`config.mk`:
```
export PLATFORM = sky130hd
export DESIGN_NAME = mem_port_arbiter
export DESIGN_NICKNAME = d
export VERILOG_FILES = /design/src/rtl/mem_port_arbiter.sv
export SDC_FILE = /design/constraint.sdc
export NUM_CORES = 1
export LEC_CHECK = 0
export ABC_AREA = 1
export ABC_CLOCK_PERIOD_IN_PS = 2890
export CAP_MARGIN = 25
export CORE_AREA = 2 2 102 104
export CTS_BUF_LIST = sky130_fd_sc_hd__clkbuf_8
export CTS_CLUSTER_DIAMETER = 60
export CTS_CLUSTER_SIZE = 40
export DETAILED_ROUTE_END_ITERATION = 8
export DIE_AREA = 0 0 104 106
export GPL_ROUTABILITY_DRIVEN = 0
export GPL_TIMING_DRIVEN = 0
export PLACE_DENSITY = 0.84
export SYNTH_ARGS = -nofsm -noshare
export SYNTH_HDL_FRONTEND = slang
export SYNTH_SLANG_ARGS = --single-unit
```
`constraint.sdc`:
```
create_clock -name CLK -period 2.89 [get_ports CLK]
set_input_delay 0.289 -clock CLK [delete_from_list [all_inputs] [get_ports CLK]]
set_output_delay 0.289 -clock CLK [all_outputs]
set_load 0.02 [all_outputs]
```
`src/rtl/mem_port_arbiter.sv`:
```
// mem_port_arbiter: shares one synchronous data-memory port among CHANNELS
// requesters. Round-robin or fixed-priority grant, registered memory-side
// outputs, and a tag pipeline that routes read data back to its requester.
module mem_port_arbiter #(
    parameter int WIDTH        = 32,
    parameter int CHANNELS     = 2,
    parameter int READ_LATENCY = 1,
    parameter int FIXED_PRIO   = 0
) (
    input  logic                      CLK,
    input  logic                      RESET_N,
    input  logic [CHANNELS-1:0]       REQ,
    input  logic [CHANNELS-1:0]       WE,
    input  logic [CHANNELS*WIDTH-1:0] ADDR,
    input  logic [CHANNELS*WIDTH-1:0] WDATA,
    output logic [CHANNELS-1:0]       GNT,
    output logic [CHANNELS-1:0]       RVALID,
    output logic [WIDTH-1:0]          RDATA,
    output logic [WIDTH-1:0]          MEM_ADDR,
    output logic                      WRITE_MEM_EN,
    output logic [WIDTH-1:0]          WRITE_MEM_DATA,
    input  logic [WIDTH-1:0]          READ_MEM_DATA
);

    localparam int IDX_W = $clog2(CHANNELS);
    // One stage per cycle from grant edge to data-valid cycle.
    localparam int TAG_D = READ_LATENCY + 1;

    logic [IDX_W-1:0] ptr_q, ptr_d;
    logic             gnt_any;
    logic [IDX_W-1:0] gnt_idx;
    logic [IDX_W:0]   cand;

    logic [WIDTH-1:0] sel_addr;
    logic [WIDTH-1:0] sel_wdata;
    logic             sel_we;

    logic [WIDTH-1:0] mem_addr_q, mem_addr_d;
    logic [WIDTH-1:0] mem_wdata_q, mem_wdata_d;
    logic             mem_we_q, mem_we_d;

    logic             tag_vld_q [TAG_D];
    logic             tag_vld_d [TAG_D];
    logic [IDX_W-1:0] tag_idx_q [TAG_D];
    logic [IDX_W-1:0] tag_idx_d [TAG_D];

    // Pick the first requesting channel, searching from ptr (round-robin)
    // or from channel 0 (fixed priority); one extra bit on cand absorbs the wrap.
    always_comb begin
        gnt_any = 1'b0;
        gnt_idx = '0;
        cand    = '0;
        GNT     = '0;
        for (int i = 0; i < CHANNELS; i++) begin
            if (FIXED_PRIO != 0) begin
                cand = (IDX_W+1)'(i);
            end else begin
                cand = {1'b0, ptr_q} + (IDX_W+1)'(i);
                if (cand >= (IDX_W+1)'(CHANNELS)) begin
                    cand = cand - (IDX_W+1)'(CHANNELS);
                end
            end
            if (!gnt_any && REQ[cand[IDX_W-1:0]]) begin
                gnt_any = 1'b1;
                gnt_idx = cand[IDX_W-1:0];
            end
        end
        if (gnt_any) begin
            GNT[gnt_idx] = 1'b1;
        end
    end

    // Route the granted channel's address, data and direction to the port.
    always_comb begin
        sel_addr  = '0;
        sel_wdata = '0;
        sel_we    = 1'b0;
        for (int i = 0; i < CHANNELS; i++) begin
            if (gnt_idx == IDX_W'(i)) begin
                sel_addr  = ADDR[i*WIDTH +: WIDTH];
                sel_wdata = WDATA[i*WIDTH +: WIDTH];
                sel_we    = WE[i];
            end
        end
    end

    // Next state: pointer advance, memory-side latch, tag shift.
    always_comb begin
        ptr_d = ptr_q;
        if (gnt_any && FIXED_PRIO == 0) begin
            ptr_d = (gnt_idx == IDX_W'(CHANNELS-1)) ? '0 : gnt_idx + IDX_W'(1);
        end
        // Address and write data hold through idle cycles; enable drops.
        mem_addr_d  = gnt_any ? sel_addr  : mem_addr_q;
        mem_wdata_d = gnt_any ? sel_wdata : mem_wdata_q;
        mem_we_d    = gnt_any & sel_we;
        // Only reads carry a valid tag; writes and idle cycles push a bubble.
        tag_vld_d[0] = gnt_any & ~sel_we;
        tag_idx_d[0] = gnt_idx;
        for (int s = 1; s < TAG_D; s++) begin
            tag_vld_d[s] = tag_vld_q[s-1];
            tag_idx_d[s] = tag_idx_q[s-1];
        end
    end

    // State registers; reset clears everything so in-flight reads are dropped.
    always_ff @(posedge CLK or negedge RESET_N) begin
        if (!RESET_N) begin
            ptr_q       <= '0;
            mem_addr_q  <= '0;
            mem_wdata_q <= '0;
            mem_we_q    <= 1'b0;
            for (int s = 0; s < TAG_D; s++) begin
                tag_vld_q[s] <= 1'b0;
                tag_idx_q[s] <= '0;
            end
        end else begin
            ptr_q       <= ptr_d;
            mem_addr_q  <= mem_addr_d;
            mem_wdata_q <= mem_wdata_d;
            mem_we_q    <= mem_we_d;
            for (int s = 0; s < TAG_D; s++) begin
                tag_vld_q[s] <= tag_vld_d[s];
                tag_idx_q[s] <= tag_idx_d[s];
            end
        end
    end

    // Response steering: tag at the pipe end selects which RVALID bit fires.
    always_comb begin
        RVALID = '0;
        if (tag_vld_q[TAG_D-1]) begin
            RVALID[tag_idx_q[TAG_D-1]] = 1'b1;
        end
    end

    assign RDATA          = READ_MEM_DATA;
    assign MEM_ADDR       = mem_addr_q;
    assign WRITE_MEM_DATA = mem_wdata_q;
    assign WRITE_MEM_EN   = mem_we_q;

endmodule

```
* After elaboration in Yosys (flattened, before gate mapping)
Cells that the tools add are included.
** Word-level totals
- Bits in registers :: 70
- Input bits :: 166
- Output and inout port bits :: 101
** Cells by class
- Add/sub/neg operators :: 4
- $lt $le $gt $ge :: 8
- Mux-type cells :: 20
- Bitwise gates (word level) :: 3
- Reductions and logical operators :: 4
** Operators by type and width (count)
- 2-to-1 mux 32 bit :: 2
- 2-to-1 mux 1 bit :: 14
- less-than comparator 1 x 2 -> 1 bit, second input constant :: 4
- 2-to-1 mux 2 bit :: 2
- logical AND 1 bit :: 3
- adder 1 x 1 -> 2 bit, second input constant :: 1
- AND 1 bit :: 2
- demux 1 bit (select 1 bit) :: 2
- greater-or-equal comparator 1 bit, second input constant :: 2
- greater-or-equal comparator 1 x 2 -> 1 bit, second input constant :: 1
- greater-or-equal comparator 2 bit, second input constant :: 1
- subtractor 1 bit, second input constant :: 2
- adder 1 bit, second input constant :: 1
- zero test 1 bit :: 1
- inverter 1 bit :: 1

* Longest topological paths before layout
Gate-level depths: netlist of run 1.
- Depth in word-level cells :: 13
- Gate-level depth with buffers :: 6
- Mapped depth without buffers :: 6

* Least setup slack after synthesis of run 1
OpenSTA, ideal clock, no wires.
- Path kind :: input to output
- Start :: input REQ[0]
- End :: output GNT[1]
- Arrival time :: 1122 ps
- Required time :: 2601 ps
- Path slack :: 1479 ps
- Cell stages on the path :: 3
- Path buffers :: 2
- Cell sequence :: buf_2 buf_2 a21boi_0
** Between the ends
- Longest elaborated chain between the ends :: 11
- Elaborated cells between the ends (all ways) :: 16
- Those cells by class :: order compare: 2; mux: 11; reduce/logical: 3
** Ends and longest elaborated chain
- start: declaration :: RTL line 12 : input logic [CHANNELS-1:0] REQ,
- 2-to-1 mux 1 bit (not written as such) (2 in a row) :: RTL line 63 : if (!gnt_any && REQ[cand[IDX_W-1:0]]) begin
- 2-to-1 mux 1 bit :: RTL line 63
- zero test 1 bit :: RTL line 63
- logical AND 1 bit :: RTL line 63
- 2-to-1 mux 1 bit :: RTL line 63
- less-than comparator 1 x 2 -> 1 bit (not written as such) / greater-or-equal comparator 1 bit (equally long branches) :: RTL line 69 : GNT[gnt_idx] = 1'b1;
- logical AND 1 bit (not written as such) :: RTL line 69
- 2-to-1 mux 1 bit (not written as such) :: RTL line 69
- demux 1 bit (select 1 bit) :: RTL line 69
- 2-to-1 mux 2 bit (*) :: RTL line 68 : if (gnt_any) begin
- end: declaration :: RTL line 16 : output logic [CHANNELS-1:0] GNT,
Mark *: on every way between the ends. The rest lies on a longest branch, timed or not. The select of a mux whose other input is x is not followed.

* Worst setup path after layout of run 1
Same ends and word-level chain as after synthesis.

==> impl_metrics.sql, run 1 <==
INSERT INTO impl_metrics (metric_group, metric, value, unit) VALUES
('floorplanning', 'num_rows', '37', ''),
('global_route', 'via_count_of_the_first_global_routing_pass', '3826', ''),
('sta', 'final.period_utilization', '83.9', '%'),
('setup_path', 'cp.arrival', '2.14', 'ns'),
('setup_path', 'setup.worst_path.end_class', 'output port', ''),
('setup_path', 'crit_path_cell_trace', 'clkdlybuf4s50_1 > buf_2 > buf_2 > a21boi_0 > clkdlybuf4s50_1', ''),
('floorplanning', 'floorplan.core_area', '10000', 'sq um'),
('synth', 'yosysSeqAreaShare', '51.7', '%'),
('layout', 'most_common_cell_after_layout_fill_and_taps_aside', 'clkdlybuf4s50_1', ''),
('layout', 'net_count_of_the_finished_layout', '819', ''),
('global_route', 'global_route.overflow_total', '0', ''),
('layout', 'drive_gt1_share', '10.9', '%'),
('clocking', 'clk_root_buffer_cell', 'clkbuf_8', ''),
('clocking', 'tritoncts', 'yes', ''),
('clocking', 'clk_pin_slew', '0.08', 'ns'),
('flow_run', 'maximum_capacitance_violations', '0', ''),
('synth', 'synth-seq-cells', '70', ''),
('run_status', 'outcome', 'finished, final reports clean', ''),
('setup_path', 'worstPathBufferInverterCount', '4', ''),
('layout', 'layout.cells.most_common_list', 'clkdlybuf4s50_1, nand2_1, nand3_1', ''),
('clocking', 'postCtsHoldBufs', '0', ''),
('setup_path', 'critPathSlowestCell', 'clkdlybuf4s50_1', ''),
('global_route', 'total_grt_usage', '22.1', '%'),
('floorplanning', 'start_util', '33.9', '%'),
('route', 'detailroute.via_count', '3737', ''),
('route', 'detailedRoute.firstPassIterationCount', '4', ''),
('route', 'ant_nets', '0', ''),
('route', 'avgRoutedWirePerCell', '15.6', 'um'),
('floorplanning', 'ioPinCount', '267', ''),
('power_and_ir_drop', 'power.leakage', '2.75', 'nW'),
('layout', 'final_core_area_utilization', '61.2', '%'),
('layout', 'fillers', '860', ''),
('setup_path', 'worstReg2RegEnd', 'MEM_ADDR[30]$_DFFE_PN0P_', ''),
('clocking', 'cts-root-to-sink-buffers', '2', ''),
('setup_path', 'crit_path_max_fanout', '10', ''),
('sta', 'grt_setup_unrepaired', 'false', ''),
('clocking', 'clock_sinks', '70', ''),
('placed_design', 'placed_area', '5890', 'sq um'),
('setup_path', 'cpPeakStageDelay', '0.59', 'ns'),
('worst_hold_path', 'min_path_type', 'in2async', ''),
('global_route', 'global_route_wire_length_before_repair', '19200', 'um'),
('global_route', 'grt_max_degree', '71', ''),
('synth', 'yosys_warnings', '0', ''),
('route', 'detail_route.wirelength', '12400', 'um'),
('floorplanning', 'die-area', '11000', 'sq um'),
('clocking', 'tritoncts.num_buffers', '9', ''),
('synth', 'synth_cell_types', '15', ''),
('layout', 'flow.area_growth_from_synthesis', '80.6', '%'),
('route', 'drt_iter0_markers', '182', ''),
('sta', 'max-slew-margin-rel', '40.4', '%'),
('route', 'routed_via_density', '4.71', ''),
('layout', 'stdcell_area', '6120', 'sq um'),
('power_and_ir_drop', 'power.ir.vdd_worst', '0.257', 'mV'),
('synth', 'syn-cell-area', '3390', 'sq um'),
('placed_design', 'detailedPlacementHpwl', '9640', 'um'),
('setup_path', 'critical_path.endpoint', 'GNT[1]', ''),
('setup_path', 'cp_top_family', 'buffers and inverters', ''),
('synth', 'postSynthNetCount', '575', ''),
('sta', 'timing.clock.skew', '0.00955', 'ns'),
('sta', 'minimum_period_implied_by_the_final_worst_setup_slack', '2.42', 'ns'),
('setup_path', 'worst-r2r-setup-slack', '1.44', 'ns'),
('clocking', 'ctsHtreeMaxLevel', '3', ''),
('sta', 'timing.final.setup_violations', '0', ''),
('sta', 'tightestPinTransition', '0.895', 'ns'),
('floorplanning', 'floorplan.die.width', '104', 'um'),
('sta', 'final_max_slew_viol_count', '0', ''),
('clocking', 'clk_latency_worst_skew_pair', '0.35', 'ns'),
('setup_path', 'crit-reg2reg-launch', 'ptr_q$_DFFE_PN0P_', ''),
('sta', 'postLayoutSetupSlackWorst', '0.466', 'ns'),
('clocking', 'cts.repair_timing.setup_buffer_count', '0', ''),
('power_and_ir_drop', 'powerDensity', '501', 'nW/um^2');
==> sequential cells by signal (all words and copies together) (netlist names) <==
name / flops
MEM_ADDR: 32
WRITE_MEM_DATA: 32
WRITE_MEM_EN: 1
ptr_q: 1
tag_idx_d: 1
tag_idx_q: 1
tag_vld_d: 1
tag_vld_q: 1
==> layout make-up <==
cell class	instances	area (sq um)	area share [%]
Timing Repair Buffer	233	2330	38.0
Sequential cell	70	1750	28.6
Multi-Input combinational cell	274	1210	19.7
Buffer	60	412	6.72
Tap cell	136	170	2.78
Clock buffer	12	165	2.70
Clock inverter	4	68.8	1.12
Inverter	5	18.8	0.306
==> per-layer routing <==
metal  part of all wire (%)  global-route usage (%)  up-vias
li1                       -                       -     1791
met1                     40                    24.7     1757
met2                     52                    40.8      178
met3                    7.5                    5.82       11
met4                   0.93                    7.24        0
met5                      0                       0        -
==> power by group <==
| group | switching [W] | internal (W) |
|---|---|---|
| Clock | 0.000373 | 0.000553 |
| Sequential | 0.0000654 | 0.00110 |
| Combinational | 0.000470 | 0.000512 |
==> how the worst min path moves through the flow <==
stage	startpoint	to	slack, ns	cells after the start
2_1_floorplan	RESET_N	MEM_ADDR[0]$_DFFE_PN0P_	-0.007	0
3_3_place_gp	tag_vld_d[0]$_DFF_PN0_	tag_vld_q[0]$_DFF_PN0_	0.33	0
3_5_place_dp	tag_vld_d[0]$_DFF_PN0_	tag_vld_q[0]$_DFF_PN0_	0.33	0
4_1_cts	RESET_N	WRITE_MEM_DATA[13]$_DFFE_PN0P_	0.09	1
5_1_grt	RESET_N	WRITE_MEM_DATA[19]$_DFFE_PN0P_	0.14	1
6_report	RESET_N	WRITE_MEM_DATA[19]$_DFFE_PN0P_	0.07	1
==> cell families after synthesis <==
kind of cell           synth area share [%]
AOI/OAI and AO/OA                     0.701
buffers and inverters                  12.7
DFF                                    51.7
and+or+nand+nor                        34.9
==> Yosys cell counts (all sizes together) <==
| cell | instances | area share (%) |
|---|---|---|
| dfrtp | 70 | 52 |
| nor2 | 5 | 0.63 |
| nand2 | 136 | 15 |
| inv | 5 | 0.55 |
| buf | 56 | 12 |
| a21boi | 2 | 0.55 |
| clkbuf | 4 | 0.44 |
| nand3 | 130 | 19 |
| o21ai | 1 | 0.15 |
==> stage by stage <==
step | total power [W] | std cells | hold slack (ns) | setup TNS, ns
finish | 0.00307 | 794 | 0.0653 | 0
global route | 0.00320 | 794 | 0.136 | 0
CTS | 0.00310 | 794 | 0.0943 | 0
detailed placement | 0.00217 | 778 | 0.335 | 0
global placement | 0.00215 | 778 | 0.332 | -60.96
floorplan | 0.00160 | 409 | -0.00659 | 0
No activity file was read; power rests on OpenSTA's default activity.
==> run 2: changes to the inputs <==
==> config.mk (replaced) <==
export PLATFORM = sky130hd
export DESIGN_NAME = mem_port_arbiter
export DESIGN_NICKNAME = d
export VERILOG_FILES = /design/src/rtl/mem_port_arbiter.sv
export SDC_FILE = /design/constraint.sdc
export NUM_CORES = 1
export LEC_CHECK = 0
export ABC_AREA = 1
export ABC_CLOCK_PERIOD_IN_PS = 2280
export CAP_MARGIN = 25
export CORE_AREA = 2 2 103 105
export CTS_BUF_LIST = sky130_fd_sc_hd__clkbuf_8
export CTS_CLUSTER_DIAMETER = 60
export CTS_CLUSTER_SIZE = 40
export DETAILED_ROUTE_END_ITERATION = 8
export DIE_AREA = 0 0 105 107
export GPL_ROUTABILITY_DRIVEN = 0
export GPL_TIMING_DRIVEN = 0
export PLACE_DENSITY = 0.82
export SYNTH_ARGS = -nofsm -noshare
export SYNTH_HDL_FRONTEND = slang
export SYNTH_SLANG_ARGS = --single-unit
==> constraint.sdc (replaced) <==
create_clock -name CLK -period 2.28 [get_ports CLK]
set_input_delay 0.228 -clock CLK [delete_from_list [all_inputs] [get_ports CLK]]
set_output_delay 0.228 -clock CLK [all_outputs]
set_load 0.02 [all_outputs]
==> run 2 against run 1 <==
  * Clock skew is 0.0011 ns lower
  * Register-to-register slack got worse by 0.57 ns
  * Clock power up 9%
  * Highest routed layer unchanged
  * Critical endpoint unchanged
==> impl_metrics.sql, run 2 (synthesis results as in run 1) <==
INSERT INTO impl_metrics (metric_group, metric, value, unit) VALUES
('run_status', 'outcome', 'finished, final reports clean', ''),
('worst_hold_path', 'min_path_type', 'in2async', ''),
('clocking', 'clock_sinks', '70', ''),
('layout', 'fillers', '864', ''),
('sta', 'final.period_utilization', '94.1', '%'),
('global_route', 'via_count_of_the_first_global_routing_pass', '3890', ''),
('clocking', 'cts-root-to-sink-buffers', '2', ''),
('power_and_ir_drop', 'powerDensity', '612', 'nW/um^2'),
('global_route', 'antenna_found_initial', '0', ''),
('global_route', 'grt_max_degree', '71', ''),
('sta', 'postLayoutSetupSlackWorst', '0.134', 'ns'),
('global_route', 'global_route.overflow_total', '0', ''),
('route', 'detailedRoute.firstPassIterationCount', '4', ''),
('route', 'drt_iter0_markers', '162', ''),
('route', 'avgRoutedWirePerCell', '15.4', 'um'),
('floorplanning', 'floorplan.core_area', '10100', 'sq um'),
('sta', 'tightestPinTransition', '0.883', 'ns'),
('sta', 'minimum_period_implied_by_the_final_worst_setup_slack', '2.15', 'ns'),
('flow_run', 'maximum_capacitance_violations', '0', ''),
('setup_path', 'cp.arrival', '1.92', 'ns'),
('setup_path', 'timing.critical_path.from', 'REQ[0]', ''),
('clocking', 'ctsHtreeMaxLevel', '3', ''),
('floorplanning', 'die_y', '107', 'um'),
('setup_path', 'critical-path-top-cell-by-count', 'buf_2', ''),
('placed_design', 'placed_cells', '778', ''),
('sta', 'max-slew-margin-rel', '41.1', '%'),
('clocking', 'clk_root_buffer_cell', 'clkbuf_8', ''),
('route', 'detailroute.via_count', '3800', ''),
('global_route', 'total_grt_usage', '21.1', '%'),
('floorplanning', 'floorplan.die.width', '105', 'um'),
('layout', 'final-instance-count-excl-fill', '794', ''),
('floorplanning', 'num_rows', '37', ''),
('global_route', 'global_route_wire_length_before_repair', '18800', 'um'),
('setup_path', 'start_kind', 'input port', ''),
('sta', 'timing.final.setup_violations', '0', ''),
('setup_path', 'category_of_the_most_critical_setup_path', 'in2out', ''),
('layout', 'final_core_area_utilization', '60.4', '%'),
('sta', 'final_max_slew_viol_count', '0', ''),
('route', 'routed_via_density', '4.79', ''),
('setup_path', 'worstReg2RegEnd', 'MEM_ADDR[10]$_DFFE_PN0P_', ''),
('layout', 'drive_gt1_share', '10.9', '%'),
('layout', 'net_count_of_the_finished_layout', '819', ''),
('setup_path', 'worstPathBufferInverterCount', '4', ''),
('setup_path', 'crit-reg2reg-launch', 'ptr_q$_DFFE_PN0P_', ''),
('setup_path', 'crit_path_cell_trace', 'clkdlybuf4s50_1 > buf_2 > buf_2 > a21boi_0 > dlygate4sd2_1', ''),
('clocking', 'clk_latency_worst_skew_pair', '0.34', 'ns'),
('sta', 'hold-worst-slack', '0.0177', 'ns'),
('route', 'ant_nets', '0', ''),
('placed_design', 'portBuffers', '233', ''),
('layout', 'antennaDiodeCount', '0', ''),
('sta', 'timing.clock.skew', '0.00841', 'ns'),
('power_and_ir_drop', 'power.ir.vdd_worst', '0.295', 'mV'),
('sta', 'fmax', '466', 'MHz'),
('sta', 'report.final.hold_viol_count', '0', ''),
('setup_path', 'crit_path_max_fanout', '10', ''),
('power_and_ir_drop', 'power.leakage', '2.75', 'nW'),
('setup_path', 'cpPeakStageDelay', '0.60', 'ns'),
('layout', 'sequential_cell_area', '1750', 'sq um'),
('clocking', 'clk_pin_slew', '0.07', 'ns'),
('clocking', 'cts.repair_timing.setup_buffer_count', '0', ''),
('clocking', 'tritoncts.num_buffers', '9', ''),
('clocking', 'tritoncts', 'yes', ''),
('placed_design', 'detailedPlacementHpwl', '9550', 'um'),
('setup_path', 'worst-r2r-setup-slack', '0.87', 'ns'),
('route', 'remaining_drc_errors', '0', ''),
('setup_path', 'critPathSlowestCell', 'clkdlybuf4s50_1', ''),
('floorplanning', 'die-area', '11200', 'sq um'),
('setup_path', 'cp_top_family', 'buffers and inverters', ''),
('placed_design', 'pre_cts_ws', '-0.111', 'ns'),
('layout', 'multi_input_combinational_cell_area', '1210', 'sq um'),
('sta', 'grt_setup_unrepaired', 'false', ''),
('route', 'detail_route.wirelength', '12200', 'um'),
('setup_path', 'setup.worst_path.end_class', 'output port', ''),
('floorplanning', 'ioPinCount', '267', ''),
('setup_path', 'reg2regPathDepth', '4', ''),
('floorplanning', 'start_util', '33.6', '%'),
('layout', 'most_common_cell_after_layout_fill_and_taps_aside', 'clkdlybuf4s50_1', ''),
('setup_path', 'cp_data_required_time', '2.05', 'ns'),
('layout', 'flow.area_growth_from_synthesis', '79.8', '%'),
('layout', 'layout.cells.most_common_list', 'clkdlybuf4s50_1, nand2_1, nand3_1', '');
run 2: cell count changes in the layout (fill, tap and decap cells not counted), sizes merged:
cell | previous run | this run
dlymetal6s2s | 0 | 1
dlygate4sd2 | 0 | 1
clkinv | 1 | 3
clkdlybuf4s50 | 232 | 230
clkbuf | 16 | 15
bufinv | 2 | 1
run 2: layout make-up:
type                            count  share of cell area, %
Timing Repair Buffer              233                   38.2
Sequential cell                    70                   28.7
Tap cell                          136                   2.79
Clock inverter                      5                  0.800
Clock buffer                       11                   2.48
Buffer                             60                   6.75
Multi-Input combinational cell    274                   19.9
Inverter                            5                  0.308
run 2: per-layer routing:
layer | global-route usage (%) | vias up | part of all wire (%)
li1 | - | 1800 | -
met1 | 22.9 | 1783 | 39
met2 | 38.1 | 195 | 51
met3 | 6.32 | 22 | 8.6
met4 | 8.95 | 0 | 2.1
met5 | 0 | - | 0
run 2: worst register-to-register path: stages (launching register included):
cell and delay (ns):
dfrtp_1 0.39, nand2_2 0.23, buf_1 0.43, nand3_1 0.17, nand3_1 0.13
run 2: through the flow:
step           power, W  TNS, ns  instance area, sq um
6_report        0.00373        0                  6100
5_1_grt         0.00391        0                  6100
4_1_cts         0.00377        0                  6090
3_5_place_dp    0.00275   -0.131                  5890
3_3_place_gp    0.00272   -96.54                  5890
2_1_floorplan   0.00203        0                  3390
run 2: where the power goes:
part	leakage, nW	switching, W	internal (W)
Combinational	1.79	0.000598	0.000648
Sequential	0.849	0.0000834	0.00139
Clock	0.110	0.000456	0.000556
Total	2.75	0.00114	0.00260
run 2: timing repair:
item	CTS	global route
endpoints found under the setup margin	2	1
cloned	0	0
gates resized for setup	2	1
pin swaps	0	0
hold buffers	0	0
run 2: worst max path at each step:
stage / endpoint / slack [ns] / cells past startpoint
2_1_floorplan: GNT[1] / 0.99 / 3
3_3_place_gp: MEM_ADDR[17]$_DFFE_PN0P_ / -1.38 / 1
3_5_place_dp: GNT[1] / -0.11 / 5
4_1_cts: GNT[0] / 0.04 / 6
5_1_grt: GNT[1] / 0.04 / 5
6_report: GNT[1] / 0.13 / 5
